File: src/rtl/node_result_collector.sv
// rtl/node_result_collector.sv - round-robin collector draining node results into the output memory write port
// Optional stall watchdog enabled by defining COLLECTOR_TIMEOUT_EN.
module node_result_collector #(
    parameter int NUM_NODES      = 4,
    parameter int ADDR_WIDTH     = 8,
    parameter int DATA_WIDTH     = 16,
    parameter int TIMEOUT_CYCLES = 1023
) (
    input  logic                            clk,
    input  logic                            rst,
    input  logic                            start,
    input  logic [ADDR_WIDTH:0]             num_results,
    input  logic [ADDR_WIDTH-1:0]           base_addr,
    input  logic [NUM_NODES-1:0]            req,
    input  logic [NUM_NODES*DATA_WIDTH-1:0] req_data,
    output logic [NUM_NODES-1:0]            grant,
    input  logic                            mem_ready,
    output logic                            mem_wr_en,
    output logic [ADDR_WIDTH-1:0]           mem_addr,
    output logic [DATA_WIDTH-1:0]           mem_wr_data,
    output logic                            busy,
    output logic                            done
`ifdef COLLECTOR_TIMEOUT_EN
    ,
    output logic                            timeout_err
`endif
);

    localparam int PTR_W = (NUM_NODES > 1) ? $clog2(NUM_NODES) : 1;

    typedef enum logic [1:0] {
        S_IDLE = 2'd0,
        S_RUN  = 2'd1,
        S_DONE = 2'd2
    } state_t;

    state_t                state, state_nxt;
    logic [PTR_W-1:0]      rr_ptr, rr_ptr_nxt;
    logic [ADDR_WIDTH:0]   count, count_nxt;
    logic [ADDR_WIDTH:0]   target, target_nxt;
    logic [ADDR_WIDTH-1:0] base, base_nxt;

    logic [PTR_W-1:0]      winner;
    logic [PTR_W-1:0]      idx;
    logic                  found;
    logic                  xfer;
    logic                  start_acc;
    logic                  stall_hit;
    logic [DATA_WIDTH-1:0] win_data;

    assign start_acc = start && ((state == S_IDLE) || (state == S_DONE));

    // Rotating priority search starting at rr_ptr; the first requester found wins.
    always_comb begin
        grant  = '0;
        winner = '0;
        idx    = '0;
        found  = 1'b0;
        if ((state == S_RUN) && mem_ready && (count < target)) begin
            for (int k = 0; k < NUM_NODES; k++) begin
                idx = rr_ptr + PTR_W'(k);
                if (!found && req[idx]) begin
                    found  = 1'b1;
                    winner = idx;
                end
            end
            if (found) begin
                grant[winner] = 1'b1;
            end
        end
    end

    assign xfer     = found;
    assign win_data = req_data[winner*DATA_WIDTH +: DATA_WIDTH];

`ifdef COLLECTOR_TIMEOUT_EN
    localparam int STALL_W = $clog2(TIMEOUT_CYCLES + 1);

    logic [STALL_W-1:0] stall_cnt;

    assign stall_hit = (state == S_RUN) && !xfer &&
                       (stall_cnt == STALL_W'(TIMEOUT_CYCLES - 1));

    always_ff @(posedge clk or posedge rst) begin
        if (rst) begin
            stall_cnt   <= '0;
            timeout_err <= 1'b0;
        end else if (start_acc) begin
            stall_cnt   <= '0;
            timeout_err <= 1'b0;
        end else if (state == S_RUN) begin
            if (xfer) begin
                stall_cnt <= '0;
            end else if (stall_hit) begin
                timeout_err <= 1'b1;
            end else begin
                stall_cnt <= stall_cnt + STALL_W'(1);
            end
        end
    end
`else
    assign stall_hit = 1'b0;
`endif

    always_comb begin
        state_nxt  = state;
        rr_ptr_nxt = rr_ptr;
        count_nxt  = count;
        target_nxt = target;
        base_nxt   = base;
        case (state)
            S_IDLE, S_DONE: begin
                if (start) begin
                    target_nxt = num_results;
                    base_nxt   = base_addr;
                    count_nxt  = '0;
                    state_nxt  = (num_results == '0) ? S_DONE : S_RUN;
                end
            end
            S_RUN: begin
                if (xfer) begin
                    count_nxt  = count + (ADDR_WIDTH + 1)'(1);
                    rr_ptr_nxt = winner + PTR_W'(1);
                    if (count_nxt == target) begin
                        state_nxt = S_DONE;
                    end
                end else if (stall_hit) begin
                    state_nxt = S_DONE;
                end
            end
            default: state_nxt = S_IDLE;
        endcase
    end

    // Write port is registered: the winner's data lands one cycle after its grant.
    always_ff @(posedge clk or posedge rst) begin
        if (rst) begin
            state       <= S_IDLE;
            rr_ptr      <= '0;
            count       <= '0;
            target      <= '0;
            base        <= '0;
            mem_wr_en   <= 1'b0;
            mem_addr    <= '0;
            mem_wr_data <= '0;
        end else begin
            state     <= state_nxt;
            rr_ptr    <= rr_ptr_nxt;
            count     <= count_nxt;
            target    <= target_nxt;
            base      <= base_nxt;
            mem_wr_en <= xfer;
            if (xfer) begin
                mem_addr    <= base + count[ADDR_WIDTH-1:0];
                mem_wr_data <= win_data;
            end
        end
    end

    assign busy = (state == S_RUN);
    assign done = (state == S_DONE);

endmodule

File: config.mk
export PLATFORM = sky130hd
export DESIGN_NAME = node_result_collector
export DESIGN_NICKNAME = d
export VERILOG_FILES = /design/src/rtl/node_result_collector.sv
export SDC_FILE = /design/constraint.sdc
export NUM_CORES = 1
export LEC_CHECK = 0
export CAP_MARGIN = 20
export CORE_AREA = 8 8 111 92
export DETAILED_ROUTE_END_ITERATION = 10
export DIE_AREA = 0 0 119 100
export GPL_ROUTABILITY_DRIVEN = 0
export GPL_TIMING_DRIVEN = 0
export PLACE_DENSITY = 0.77
export RECOVER_POWER = 50
export SETUP_SLACK_MARGIN = 0.05
export SYNTH_ARGS = -nofsm -noshare
export SYNTH_HDL_FRONTEND = slang
export SYNTH_SLANG_ARGS = --single-unit
File: constraint.sdc
create_clock -name clk -period 2.9 [get_ports clk]
set_input_delay 0.29 -clock clk [delete_from_list [all_inputs] [get_ports clk]]
set_output_delay 0.29 -clock clk [all_outputs]
set_load 0.02 [all_outputs]
==> results.yml <==
clock_tree:
  clockBufferDepth: 2
  clk_pin_slew_ns: 0.11
  htreeDepth: 2
  cts_hold_buf: 0
  clock_latency_ns: 0.32
  cts-root-buf: "clkbuf_8"
  cts_inserted_buffers: 5
  clock_sinks: 55
  cts_tree: "built"
critical_path:
  crit_type: "flop to primary output"
  worst-path-buf-inv: 2
  cp_max_fo: 10
  arrival_ns: 2.47
  crit_family: "buffers and inverters"
  critPathSlowestCell: "dfrtp_2"
  max_stage_delay_ns: 0.43
  end_kind: "primary output"
  crit_chain: "ha_1, a211oi_2, nand2_2, o21a_4, nor2_4, clkbuf_4, nor2_1, dlygate4sd2_1"
  required_ns: 2.61
  cp.depth: 8
  critPathLaunchType: "flop"
  reg2regPathDepth: 10
die:
  die_area_mm2: 0.0119
  initial_core_util_pct: 43.9
  die_w_um: 119
  die_y_um: 100
  pin_count: 120
  coreArea_mm2: 0.00837
  rows: 30
finish:
  layout-drive-gt1-share_pct: 15.1
  area_growth_pct: 40.4
  multi_input_area_mm2: 0.00208
  final_cell_mix: "99 x clkdlybuf4s50_1, 56 x nand2_1, 51 x dfrtp_1, 41 x o21ai_0, 20 x inv_1"
  design_area_mm2: 0.00516
  diodes: 0
  seq_area_mm2: 0.00138
  fin_nets: 636
  n_fill_cell: 698
  final_common_cell: "clkdlybuf4s50_1"
drt:
  vias_per_cell: 5.59
  dr.first_iter.drc_count: 229
  wl_per_cell_um: 18.6
  first_pass_iters: 4
  vias: 3586
  drc: 0
  wl_um: 11900
  ant_nets: 0
global_route:
  antenna_found_initial: 0
  grt_pass1_vias: 3626
  grt_max_degree: 43
  track_usage_pct: 19.2
  grt_pass1_wl_um: 18500
  grt-ovfl-total: 0
logic_synthesis:
  ys_warn_count: 0
  synth.distinct_cells: 59
  synthTopCellsByArea: "dfrtp_1 37%, nand2_1 5.9%, ha_1 5.8%"
  async_flop_share_pct: 100
  ys_ff_latch: 55
  syn_inst: 397
  synth-edff-count: 0
  syn_nets: 504
  synth_top_flop_cell: "dfrtp_1"
  netlist.area_leader.share_pct: 37.5
  seq_area_frac_synth_pct: 37.5
  yosys.area.top_type: "dfrtp_1"
  syn_avg_cell_area_um2: 9.25
  synthesis.area_mm2: 0.00367
run_status:
  status: "finished, final reports clean"
placed_design:
  dp.final_hpwl_um: 9290
  pre_cts_ws_ns: -0.197
  placed_area_mm2: 0.00502
  port_buffers: 119
sta:
  setup_violations: 0
  max_freq_mhz: 363
  relSlewSlack_pct: 29.4
  fin_skew_ns: 0.0132
  final-hold-violation-count: 0
  rsz0062_at_grt: "true"
  period_share_pct: 95.0
  drv_slew: 0
  final.setup.worst_slack_ns: 0.145
  worst_pin_slew_ns: 1.06
  min_period_ns: 2.76
power:
  leakage_nw: 2.17
  peakVddDrop_mv: 0.452
  power_mw: 4.39
  powerDensity_mw_per_mm2: 852
job:
  maxCapViolations: 0
hold_path:
  min_path_type: "input port to asynchronous set/reset pin"
==> flip-flops by register name, summed over array words and instances, names as in the netlist <==
signal	flops
base	8
mem_addr	8
mem_wr_data	16
count	9
rr_ptr	2
mem_wr_en	1
state	2
target	9
==> what timing repair did <==
action	4_1_cts	5_1_grt
resized for setup	15	9
pin swaps	1	0
setup endpoints to repair	4	4
setup buffers	2	3
==> power by group <==
part	total (mW)	internal [mW]	switching, mW
registers	1.34	1.11	0.235
clock network	0.483	0.201	0.282
logic	2.56	1.17	1.40
total	4.39	2.48	1.91
==> cells by family (layout without fill, tap and decap cells) <==
kind of cell / count (synthesis) / count (layout) / synth area share, %
fa+ha+maj: 18 / 18 / 6.34
buf+inv: 44 / 177 / 6.27
compound gates: 95 / 95 / 20.3
mux: 14 / 14 / 4.09
xor+xnor: 19 / 19 / 4.53
flops: 55 / 55 / 37.5
simple gates: 152 / 152 / 21.0
==> per-stage QoR <==
stage	TNS, ns	hold WS [ns]	cells	util, %
finish	0	0.454	642	61.6
floorplan	0	0.407	397	-
CTS	0	0.251	639	61.4
global placement	-0.344	0.459	628	59.8
detailed placement	-0.422	0.468	629	60.0
global route	0	0.508	642	61.6
==> cell type report <==
| type | instances | share of cell area, % |
|---|---|---|
| tap | 112 | 2.72 |
| clock buffer | 6 | 1.60 |
| multi-input combinational | 298 | 40.3 |
| buffer | 23 | 2.98 |
| clock inverter | 2 | 0.340 |
| timing repair buffer | 125 | 23.6 |
| sequential | 55 | 26.8 |
| inverter | 21 | 1.63 |
==> cell usage after synthesis (all sizes together), types with 2 or more instances <==
cell and count:
o21ai 47, and2b 2, dfrtp 55, o221ai 5, nor4 15, buf 17
mux2i 6, o21a 2, o41ai 12, xnor2 12, o31ai 3, nand3 17
nor3 16, xor2 7, o311ai 4, and3 13, nor2 19, nand2 58
nand2b 3, a211oi 2, a21oi 9, o22ai 3, inv 20, clkbuf 6
and2 2, ha 17, mux2 8
==> worst register-to-register path, delay by kind of cell, from the launching register on <==
| family | cells | cell delay (ns) |
|---|---|---|
| fa+ha+maj | 1 | 0.34 |
| buf+inv | 3 | 0.44 |
| simple gates | 2 | 0.30 |
| flops | 1 | 0.50 |
| compound gates | 4 | 0.73 |
==> worst paths after layout <==
kind	startpoint	endpoint	slack, ns
worst max-delay path	count[4]	grant[1]	0.14
worst min-delay path	rst	mem_wr_data[3]	0.45
worst max register to register	count[6]	mem_wr_data[8]	0.49
worst min register to register	mem_addr[1]	mem_addr[1]	0.50
max in group asynchronous	rst	count[4]	0.95
min in group clk	mem_addr[1]	mem_addr[1]	0.50
==> layer usage <==
metal / share of wire [%] / GRT usage (%) / vias to the layer above
met5: 0 / 0 / -
met4: 2.7 / 7.18 / 0
met3: 6.7 / 4.49 / 25
met2: 47 / 30.9 / 126
met1: 43 / 24.6 / 1735
li1: - / - / 1700
No activity file was read; power rests on OpenSTA's default activity.
